`src/rtl/gray_counter_src.sv`:
```
// gray_counter_src: paced up/down Gray-code generator with preload and wrap pulse; optional parity port under GRAY_PARITY_EN
//   params: WIDTH (code width, >=2), INIT_BIN (binary reset value)
//   in : clk, rst (sync, active-high), en, up_dn, load, load_bin[WIDTH], out_ready
//   out: gray_code[WIDTH], out_valid, wrap, parity (only with GRAY_PARITY_EN)
module gray_counter_src #(
  parameter int WIDTH    = 4,
  parameter int INIT_BIN = 0
) (
  input  logic             clk,
  input  logic             rst,
  input  logic             en,
  input  logic             up_dn,
  input  logic             load,
  input  logic [WIDTH-1:0] load_bin,
  input  logic             out_ready,
  output logic [WIDTH-1:0] gray_code,
  output logic             out_valid,
`ifdef GRAY_PARITY_EN
  output logic             parity,
`endif
  output logic             wrap
);
  localparam logic [WIDTH-1:0] INIT_V = WIDTH'(INIT_BIN);
  typedef enum logic {IDLE, RUN} state_t;
  state_t state_q, state_d;
  logic [WIDTH-1:0] bin_q, bin_d;
  logic wrap_d;
  assign out_valid = state_q == RUN;
  always_comb begin
    state_d = RUN;
    bin_d   = bin_q;
    wrap_d  = 1'b0;
    if (state_q == IDLE || load) bin_d = load ? load_bin : bin_q;
    else if (out_ready && en) begin
      bin_d  = up_dn ? bin_q + WIDTH'(1) : bin_q - WIDTH'(1);
      wrap_d = up_dn ? &bin_q : ~|bin_q;
    end
  end
  always_ff @(posedge clk) begin
    if (rst) begin
      state_q   <= IDLE;
      bin_q     <= INIT_V;
      gray_code <= INIT_V ^ (INIT_V >> 1);
      wrap      <= 1'b0;
    end else begin
      state_q   <= state_d;
      bin_q     <= bin_d;
      gray_code <= bin_d ^ (bin_d >> 1);
      wrap      <= wrap_d;
    end
  end
`ifdef GRAY_PARITY_EN
  always_ff @(posedge clk) parity <= rst ? INIT_V[0] : bin_d[0];
`endif
endmodule
```
`config.mk`:
```
export PLATFORM = sky130hd
export DESIGN_NAME = gray_counter_src
export DESIGN_NICKNAME = d
export VERILOG_FILES = /design/src/rtl/gray_counter_src.sv
export SDC_FILE = /design/constraint.sdc
export NUM_CORES = 1
export LEC_CHECK = 0
export BUFFER_PORTS_ARGS = -buffer_cell sky130_fd_sc_hd__buf_2
export CORE_UTILIZATION = 38
export CTS_CLUSTER_DIAMETER = 100
export DETAILED_ROUTE_END_ITERATION = 10
export PLACE_DENSITY = 0.67
export SETUP_SLACK_MARGIN = 0.4
export SYNTH_ARGS = -nofsm -noshare
export SYNTH_HDL_FRONTEND = slang
export SYNTH_SLANG_ARGS = --single-unit
```
`constraint.sdc`:
```
create_clock -name clk -period 3.69 [get_ports clk]
set_input_delay 0 -clock clk [delete_from_list [all_inputs] [get_ports clk]]
set_output_delay 0 -clock clk [all_outputs]
set_load 0.02 [all_outputs]
```
# After elaboration in Yosys (flattened, before gate mapping)

Cells that the tools add are included.

Flip-flop bits (word level): 10
Word-level logic and storage cells: 21
Input bits: 10
Output and inout bits: 6

Bitwise gates (word level): 3
Muxes and demuxes: 6
Add/sub/neg operators: 2
Reduce and logical (&&, ||, !) cells: 6

Operator list:

| kind                                                                | number |
|---|---|
| 4-bit 2-to-1 mux                                                    | 4 |
| 4-bit by 1-bit adder with 4-bit output (second input constant)      | 1 |
| 4-bit AND reduction                                                 | 1 |
| 4-bit OR reduction                                                  | 1 |
| 4-bit by 1-bit subtractor with 4-bit output (second input constant) | 1 |
| 4-bit by 3-bit XOR with 4-bit output                                | 1 |
| 3-bit OR reduction                                                  | 1 |
| 1-bit 2-to-1 mux                                                    | 2 |
| 1-bit NOT                                                           | 2 |
| 1-bit logical AND                                                   | 1 |
| 1-bit logical NOT                                                   | 1 |
| 1-bit logical OR                                                    | 1 |

# Longest topological paths before layout

Gate-level depths: netlist (run 1).

Depth after elaboration: 5
Mapped depth: 7
Gate-level depth less buffers: 7

# Worst setup path before layout (run 1)

OpenSTA, ideal clock, no wires.

Kind: reg-to-reg
Start: register bin_q[0]
End: register gray_code[2]
Clock period less this slack: 1805 ps
Library setup time: 121 ps
Stages on the path, launching flop included: 7
Arrival time: 1684 ps
Setup slack: 1885 ps
Cells stage by stage: dfxtp_1 fa_1 xor2_1 mux2_1 mux2i_4 nor2_1 mux2_4

Cells in the longest elaborated chain, start to end: 5
Elaborated cells on any way between the ends: 6
Classes of those cells: 2 x add/sub; 3 x mux; 1 x bitwise

RTL lines:

| item                                                                                                  | line | source |
|---|---|---|
| start, declared                                                                                       | 26   | `logic [WIDTH-1:0] bin_q, bin_d;` |
| start signal, assigned                                                                                | 47   | `bin_q <= bin_d;` |
| 4-bit by 1-bit subtractor with 4-bit output or 4-bit by 1-bit adder with 4-bit output (tied branches) | 35   | `bin_d = up_dn ? bin_q + WIDTH'(1) : bin_q - WIDTH'(1);` |
| 4-bit 2-to-1 mux *                                                                                    | 35   |  |
| 4-bit 2-to-1 mux *                                                                                    | 34   | `else if (out_ready && en) begin` |
| 4-bit 2-to-1 mux *                                                                                    | 33   | `if (state_q == IDLE \|\| load) bin_d = load ? load_bin : bin_q;` |
| 4-bit by 3-bit XOR with 4-bit output *                                                                | 48   | `gray_code <= bin_d ^ (bin_d >> 1);` |
| end signal, assigned                                                                                  | 43   | `gray_code <= INIT_V ^ (INIT_V >> 1);` |
| end signal, assigned                                                                                  | 48   |  |
| end, declared                                                                                         | 16   | `output logic [WIDTH-1:0] gray_code,` |

Every way passes the cells marked *; elsewhere a longest branch is shown, timed or not.
A chain may end at the register's enable or synchronous reset.

# Worst setup path in the final report (run 1)

Ends and elaborated chain as after synthesis.

==> qor.csv, run 1 <==
stage,metric,value,unit
run_status,outcome,finished clean,
timing,max_slew_margin,72.8,%
die,fp.dieW,40.5,um
hold_path,hp-class,in2reg,
cts,cts_tree,built,
power,leakage,0.291,nW
final_layout,syn2layout_area_growth,19.2,%
die,io_pins,16,
die,initial_core_util,42.1,%
global_routing,grt_pass1_wl,1690,um
cts,postCtsSetupBuffers,0,
placed_design,place_hpwl,773,um
timing,rsz0062_at_grt,false,
die,fp-row-count,13,
cts,clk_latency,0.26,ns
drt,drc,0,
synth,yosysTopAreaCellShare,32.1,%
synth,synth_area_leader_cell,dfxtp_1,
placed_design,port_buffers,15,
drt,dr.pass1.iters,4,
drt,wl_per_cell,12.3,um
die,core_area,0.00133,mm^2
final_layout,final_nets,84,
global_routing,grt_max_degree,10,
timing,fmax,520,MHz
timing,finalCritPeriodShare,52.1,%
power,power_density,384,mW/mm^2
global_routing,overflow,0,
drt,postRouteAntennaNets,0,
setup_path,cp-start-kind,register,
die,die_area,0.00164,mm^2
cts,htreeDepth,1,
power,fin_total_pwr,0.257,mW
synth,syn-cell-area,562,um^2
synth,synth_most_common_cell,dfxtp_1,
timing,setup_viol_count_final,0,
cts,clockBufferDepth,2,
cts,clkTransAtPathRegs,0.07,ns
timing,finalCriticalPeriod,1.92,ns
timing,worstMarginPinSlew,0.408,ns
drt,vias,425,
drt,wl,1050,um
synth,ys_seq_area_share,32.1,%
job,maxCapViolCount,0,
timing,whs,0.0217,ns
synth,synthArstFlopShare,0,%
cts,cts_buffers,3,
global_routing,antenna_found_initial,0,
synth,synth_cell_type_count,30,
global_routing,track_usage,16.1,%
setup_path,crit_type,reg2reg,
die,die_h,40.5,um
cts,cts-root-buf,clkbuf_4,
synth,yosys-top-cells-area,"dfxtp_1, mux2i_4, xnor2_1, ha_1, nor2_1",
setup_path,critPathRequiredTime,3.85,ns
final_layout,antenna_cells,0,
synth,yosysWarningCount,0,
cts,cts_sinks,9,
synth,syn_nets,66,
drt,drt-initial-drc-count,3,
timing,finClkSkew,0.00253,ns
synth,postSynthCellCount,53,
final_layout,seq_area,180,um^2
synth,synthTopCellsByCount,"dfxtp_1, nor2_1, a21oi_1, inv_1, xnor2_1",
setup_path,path_max_fanout,5,
final_layout,drive_above_1_share,38.6,%
final_layout,multi_input_area,348,um^2
final_layout,fill_cells,130,
synth,ys_seq_elements,9,
setup_path,end_kind,register,
drt,vias_per_cell,5.00,
timing,tns,0,ns
synth,ys.flop_type,dfxtp_1,
timing,hold_viol,0,
synth,synth-edff-count,0,
power,irDropWorstVdd,0.204,mV
timing,report.final.slew_viol_count,0,
setup_path,cp_data_arrival_time,2.08,ns
synth,syn_avg_cell_area,10.6,um^2
global_routing,grt_pass1_vias,404,
placed_design,gp_congestion,0.780,
## final timing paths
| kind | from | endpoint | slack [ns] | cells after the start |
|---|---|---|---|---|
| max | bin_q[0] | gray_code[2] | 1.77 | 6 |
| min | load_bin[0] | bin_q[0] | 0.02 | 3 |
| max reg2reg | bin_q[0] | gray_code[2] | 1.77 | 6 |
| min reg2reg | out_valid | wrap | 0.61 | 2 |
## critical path: stages (launching register included)
cell and delay (ns):
dfxtp_1 0.37, fa_1 0.43, xor2_1 0.16, mux2_1 0.33
mux2i_4 0.18, nor2_1 0.08, mux2_4 0.27
## sequential cells by signal, summed over array words and instances (netlist names)
register   flops
gray_code      4
bin_q          3
out_valid      1
wrap           1
## what timing repair did
action,4_1_cts,5_1_grt
endpoints found under the hold margin,3,0
endpoints found under the setup margin,0,0
hold buffers,1,0
resized for setup,0,0
## report_power, final
group	internal (mW)	switching (mW)	leakage, nW
Clock	0.0418	0.0390	0.0150
Combinational	0.0301	0.0352	0.202
Sequential	0.105	0.00571	0.0746
## per-layer routing
metal / global-route usage (%) / part of all wire, % / vias up
met5: 0 / 0 / -
met4: 5.00 / 0.95 / 0
met3: 5.00 / 3.9 / 2
met2: 24.6 / 46 / 13
met1: 21.3 / 49 / 188
li1: - / - / 222
## logic make-up (layout without fill, tap and decap cells)
group	after synthesis	after routing	synth area share, %
AND/OR/NAND/NOR	19	19	22.5
multiplexers	6	6	16.5
flip-flops	9	9	32.1
AO/OA/AOI/OAI	6	6	8.68
adder cells (fa/ha/maj)	3	3	8.02
buffers and inverters	6	23	6.01
XOR/XNOR	4	4	6.24
## metrics by stage
stage	cells	worst slack, ns	util, %	instance area (um^2)
final	85	1.77	50.2	669
after global routing	85	1.64	50.2	669
after CTS	85	1.75	50.2	669
after detailed placement	80	1.78	47.5	633
after global placement	80	1.79	47.5	633
after floorplan	53	1.89	-	562
## placed cells by master, fill, tap and decap left out, types with 2 or more instances in the layout
cell type / n
clkbuf_4: 3
nor2_1: 6
dfxtp_1: 9
inv_1: 3
nand3_2: 2
xnor2_1: 3
ha_1: 2
buf_2: 15
nor4_1: 2
mux2i_4: 2
a21oi_1: 3
## layout make-up
class,instances,area share [%]
clock buffers,4,3.93
flip-flops and latches,9,26.9
multi-input cells,38,52.0
repair buffers,16,12.7
well taps,15,2.80
inverters,3,1.68
Note: power is estimated with default switching activity, not from simulation.
==> inputs of run 2 (changes only) <==
==> constraint.sdc (replaced) <==
create_clock -name clk -period 2 [get_ports clk]
set_input_delay 0 -clock clk [delete_from_list [all_inputs] [get_ports clk]]
set_output_delay 0 -clock clk [all_outputs]
set_load 0.02 [all_outputs]
==> run 2 against run 1 <==
  * Power rose by 95%
  * Largest power group unchanged
  * Highest routed layer is now met3
  * Global-route usage shrank 2.0 points
  * Largest cell class unchanged
  * Via count up 8.2%
  * Critical endpoint unchanged
==> qor.csv, run 2 (same netlist as run 1, synthesis figures left out) <==
stage,metric,value,unit
global_routing,grt_pass1_wl,1490,um
placed_design,place_hpwl,793,um
global_routing,overflow,0,
setup_path,crit_start,bin_q[2],
timing,report.final.slew_viol_count,0,
die,die_area,0.00164,mm^2
final_layout,largest_reg_flops,4,
setup_path,crit_type,reg2reg,
setup_path,end_kind,register,
die,fp.dieW,40.5,um
timing,max_slew_margin,78.0,%
job,maxCapViolCount,0,
final_layout,drive_above_1_share,55.3,%
die,initial_core_util,42.1,%
drt,postRouteAntennaNets,0,
placed_design,gp_congestion,0.778,
final_layout,antenna_cells,0,
timing,hold_viol,0,
timing,finClkSkew,0.00102,ns
final_layout,syn2layout_area_growth,40.1,%
die,die_h,40.5,um
setup_path,cp-start-kind,register,
setup_path,path_max_fanout,3,
drt,drc,0,
hold_path,hp-class,in2reg,
global_routing,grt_pass1_vias,377,
timing,setup_viol_count_final,0,
timing,finalCriticalPeriod,1.76,ns
cts,cts-root-buf,clkbuf_4,
cts,cts_tree,built,
drt,dr.pass1.iters,3,
run_status,outcome,finished clean,
drt,vias,460,
timing,finalCritPeriodShare,88.2,%
timing,tns,0,ns
final_layout,regMostFlops,gray_code,
global_routing,grt_max_degree,10,
power,power_density,636,mW/mm^2
setup_path,r2r_start,bin_q[2],
final_layout,final_nets,90,
cts,clockBufferDepth,2,
setup_path,critPathRequiredTime,2.15,ns
drt,vias_per_cell,5.05,
cts,clk_latency,0.26,ns
setup_path,cp_data_arrival_time,1.91,ns
drt,wl,1060,um
hold_path,hp-start,load_bin[0],
die,fp-row-count,13,
drt,drt-initial-drc-count,8,
timing,worstMarginPinSlew,0.330,ns
cts,cts_buffers,3,
global_routing,track_usage,14.1,%
cts,cts_sinks,9,
die,io_pins,16,
timing,fmax,567,MHz
power,irDropWorstVdd,0.537,mV
power,leakage,0.331,nW
timing,rsz0062_at_grt,true,
drt,wl_per_cell,11.7,um
global_routing,antenna_found_initial,0,
final_layout,mostFrequentLayoutCells,"buf_2, dfxtp_1, nor2_1, buf_4",
final_layout,final_common_cell,buf_2,
die,core_area,0.00133,mm^2
placed_design,place_area,667,um^2
final_layout,stdcell_area,787,um^2
final_layout,top_regs,"gray_code: 4 flops, bin_q: 3 flops",
cts,clkTransAtPathRegs,0.06,ns
placed_design,place_inst,80,
placed_design,port_buffers,15,
cts,htreeDepth,1,
final_layout,finalNonFillerCells,91,
run 2: final timing paths:
| check | cells past startpoint | slack [ns] | end |
|---|---|---|---|
| worst max register to register | 7 | 0.24 | gray_code[2] |
| worst max-delay path | 7 | 0.24 | gray_code[2] |
| worst min register to register | 2 | 0.61 | wrap |
| worst min-delay path | 3 | 0.03 | bin_q[0] |
run 2: per-stage QoR:
stage | hold WS (ns) | setup WS (ns) | power [mW] | utilization [%]
5_1_grt | 0.0289 | 0.182 | 0.533 | 59.0
3_3_place_gp | 0.257 | 0.175 | 0.340 | 50.0
4_1_cts | 0.0234 | 0.194 | 0.499 | 57.7
3_5_place_dp | 0.254 | 0.172 | 0.340 | 50.0
2_1_floorplan | 0.163 | 0.318 | 0.311 | -
6_report | 0.0253 | 0.236 | 0.500 | 59.0
run 2: layer usage:
layer	global-route usage (%)	vias to the layer above	wire [um]
li1	-	236	-
met1	17.8	213	512
met3	6.67	0	51
met4	0	0	0
met2	23.0	11	500
met5	0	-	0
run 2: final cells by class:
class	count	area, um^2
sequential	9	191
multi-input combinational	38	405
inverter	3	11.3
tap	15	18.8
fill	114	547
timing repair buffer	22	134
clock buffer	4	26.3
run 2: power by group:
group          internal [mW]  switching (mW)  leakage, nW
clock                 0.0767          0.0606       0.0150
sequential             0.194         0.00961       0.0765
combinational         0.0819          0.0776        0.240
run 2: worst max-delay path, cell delays in order, from the launching register on:
cell	delay, ns
dfxtp_4	0.35
ha_4	0.26
buf_4	0.13
xor2_1	0.15
mux2_4	0.28
mux2i_4	0.16
nor2_1	0.07
mux2_4	0.26
run 2: timing repair:
action	4_1_cts	5_1_grt
hold buffers	1	0
endpoints found under the hold margin	3	0
pin swaps	4	3
setup endpoints to repair	3	4
gates resized for setup	6	3
buffers inserted	5	1
==> inputs of run 3 (changes only) <==
--- a/config.mk
+++ b/config.mk
@@ -5,12 +5,14 @@
 export SDC_FILE = /design/constraint.sdc
 export NUM_CORES = 1
 export LEC_CHECK = 0
+export ABC_AREA = 1
 export BUFFER_PORTS_ARGS = -buffer_cell sky130_fd_sc_hd__buf_2
+export CAP_MARGIN = 30
 export CORE_UTILIZATION = 38
 export CTS_CLUSTER_DIAMETER = 100
 export DETAILED_ROUTE_END_ITERATION = 10
-export PLACE_DENSITY = 0.67
-export SETUP_SLACK_MARGIN = 0.4
+export PLACE_DENSITY = 0.68
+export SETUP_SLACK_MARGIN = 0.2
 export SYNTH_ARGS = -nofsm -noshare
 export SYNTH_HDL_FRONTEND = slang
 export SYNTH_SLANG_ARGS = --single-unit
==> run 3 against run 2 <==
  * Sequential power about the same
  * Combinational power down 28%
  * Area after synthesis down 2.9%
  * Critical path depth down 1
  * Maximum frequency up 20%
  * Clock skew down 0.00079 ns
  * Register-to-register slack better by 0.29 ns
  * Clock power about the same
  * Critical path type unchanged
  * Critical endpoint is now gray_code[0]
  * Largest cell class unchanged
  * Highest routed layer is now met4
==> qor.csv, run 3 <==
stage,metric,value,unit
drt,drc,0,
final_layout,multi_input_area,298,um^2
final_layout,antenna_cells,0,
global_routing,antenna_found_initial,0,
final_layout,syn2layout_area_growth,22.5,%
setup_path,cp-start-kind,register,
cts,postCtsSetupBuffers,0,
final_layout,seq_area,180,um^2
setup_path,slowest_delay,0.54,ns
die,die_h,39.9,um
synth,synth_cell_type_count,19,
final_layout,largest_reg_flops,4,
timing,max_slew_margin,82.3,%
setup_path,critPathRequiredTime,2.16,ns
drt,vias_per_cell,4.72,
drt,postRouteAntennaNets,0,
job,maxCapViolCount,0,
cts,cts-root-buf,clkbuf_4,
timing,finalCriticalPeriod,1.47,ns
power,power_density,683,mW/mm^2
hold_path,hp-class,in2reg,
power,leakage,0.369,nW
timing,report.final.slew_viol_count,0,
synth,ys_seq_elements,9,
timing,worstMarginPinSlew,0.263,ns
setup_path,path_max_fanout,6,
setup_path,crit_type,reg2reg,
setup_path,critical-path-top-cell-by-count,o21ai_2,
cts,htreeDepth,1,
synth,syn-cell-area,546,um^2
setup_path,crit_path_top_delay_cell,fa_1,
drt,dr_wl_met2,481,um
cts,clkTransAtPathRegs,0.06,ns
drt,wl,1100,um
cts,cts_buffers,3,
global_routing,track_usage,17.6,%
timing,finalCritPeriodShare,73.6,%
synth,yosysTopAreaCellShare,33.0,%
synth,synthArstFlopShare,0,%
timing,finClkSkew,0.000232,ns
power,fin_total_pwr,0.456,mW
drt,vias,548,
timing,hold_viol,0,
global_routing,grt_pass1_vias,428,
synth,synth_most_common_cell,nand2_1,
global_routing,grt_max_degree,7,
setup_path,path_delay_family,adder cells,
cts,clk_latency,0.26,ns
synth,ys_seq_area_share,33.0,%
global_routing,overflow,0,
cts,cts_sinks,9,
drt,drt-initial-drc-count,19,
die,initial_core_util,41.4,%
timing,tns,0,ns
synth,syn_avg_cell_area,6.65,um^2
synth,yosys-top-cells-area,"dfxtp_1, nand2_1, inv_1, nand3_1, nor2_1",
setup_path,cp_data_arrival_time,1.63,ns
drt,wl_per_cell,9.47,um
die,core_area,0.00132,mm^2
final_layout,fill_cells,131,
final_layout,final_common_cell,nand2_1,
drt,dr.pass1.iters,4,
drt,dr_wl_met3,108,um
drt,wl_met1,501,um
final_layout,regMostFlops,gray_code,
timing,fmax,679,MHz
power,irDropWorstVdd,0.367,mV
synth,yosysWarningCount,0,
global_routing,grt_pass1_wl,1720,um
final_layout,top_regs,"gray_code: 4 flops, bin_q: 3 flops",
die,die_area,0.00159,mm^2
timing,rsz0062_at_grt,false,
setup_path,end_kind,register,
die,fp.dieW,39.9,um
final_layout,drive_above_1_share,24.8,%
final_layout,postLayoutCoreUtil,50.7,%
synth,synthTopCellsByCount,"nand2_1, inv_1, dfxtp_1, nor2_1, nand3_1",
cts,clockBufferDepth,2,
timing,setup_viol_count_final,0,
synth,syn_nets,95,
die,fp-row-count,13,
setup_path,path_cells,fa_1 > o21ai_2 > o21ai_2 > nand3_1 > nand2_1 > inv_1,
final_layout,final_nets,115,
placed_design,place_hpwl,901,um
setup_path,crit_buf_inv,1,
synth,synth-edff-count,0,
synth,ys.flop_type,dfxtp_1,
cts,cts_tree,built,
drt,highest-signal-layer,met4,
placed_design,gp_congestion,0.840,
placed_design,port_buffers,15,
synth,postSynthCellCount,82,
final_layout,mostFrequentLayoutCells,"nand2_1, buf_2, inv_1, nor2_1, dfxtp_1",
die,io_pins,16,
run_status,outcome,finished clean,
synth,synth_area_leader_cell,dfxtp_1,
run 3: kinds of logic (layout without fill, tap and decap cells):
family / Yosys count / in the layout / synth area share (%)
buf+inv: 17 / 36 / 12.4
compound gates: 11 / 11 / 12.4
flops: 9 / 9 / 33.0
simple gates: 42 / 42 / 33.9
fa+ha+maj: 3 / 3 / 8.26
run 3: through the flow:
stage	hold WS, ns	cell area (um^2)	setup slack (ns)	std cells
2_1_floorplan	0.0724	546	0.628	82
3_3_place_gp	0.198	632	0.546	111
3_5_place_dp	0.195	632	0.538	111
4_1_cts	0.134	668	0.531	116
5_1_grt	0.170	668	0.425	116
6_report	0.142	668	0.527	116
run 3: final cells by class:
cell class / instances / share of cell area, %
clock buffer: 4 / 3.93
inverter: 16 / 8.99
multi-input combinational: 56 / 44.6
sequential: 9 / 27.0
tap: 15 / 2.81
timing repair buffer: 16 / 12.7
run 3: repair_timing:
item                                   CTS  global route
endpoints found under the hold margin    1             0
resized for setup                        0             0
hold buffers                             1             0
run 3: report_power, final:
| group | total, mW | internal, mW | switching [mW] |
|---|---|---|---|
| Sequential | 0.205 | 0.194 | 0.0111 |
| Combinational | 0.115 | 0.0441 | 0.0708 |
| Clock | 0.136 | 0.0766 | 0.0598 |
run 3: worst paths after layout:
path,start,endpoint,slack (ns),depth (start not counted)
max,bin_q[0],gray_code[0],0.53,6
min,load_bin[1],bin_q[1],0.14,5
min reg2reg,bin_q[2],wrap,0.56,2
max reg2reg,bin_q[0],gray_code[0],0.53,6
run 3: layer usage:
metal | vias to the layer above | track usage, %
met4 | 0 | 10.3
met5 | - | 0
met3 | 2 | 11.4
li1 | 295 | -
met1 | 224 | 22.0
met2 | 27 | 21.8
run 3: tightest hold or removal path, cell delays in order:
cell	delay, ns
buf_2	0.08
a22oi_1	0.08
o21ai_2	0.11
nand2_2	0.06
inv_1	0.04
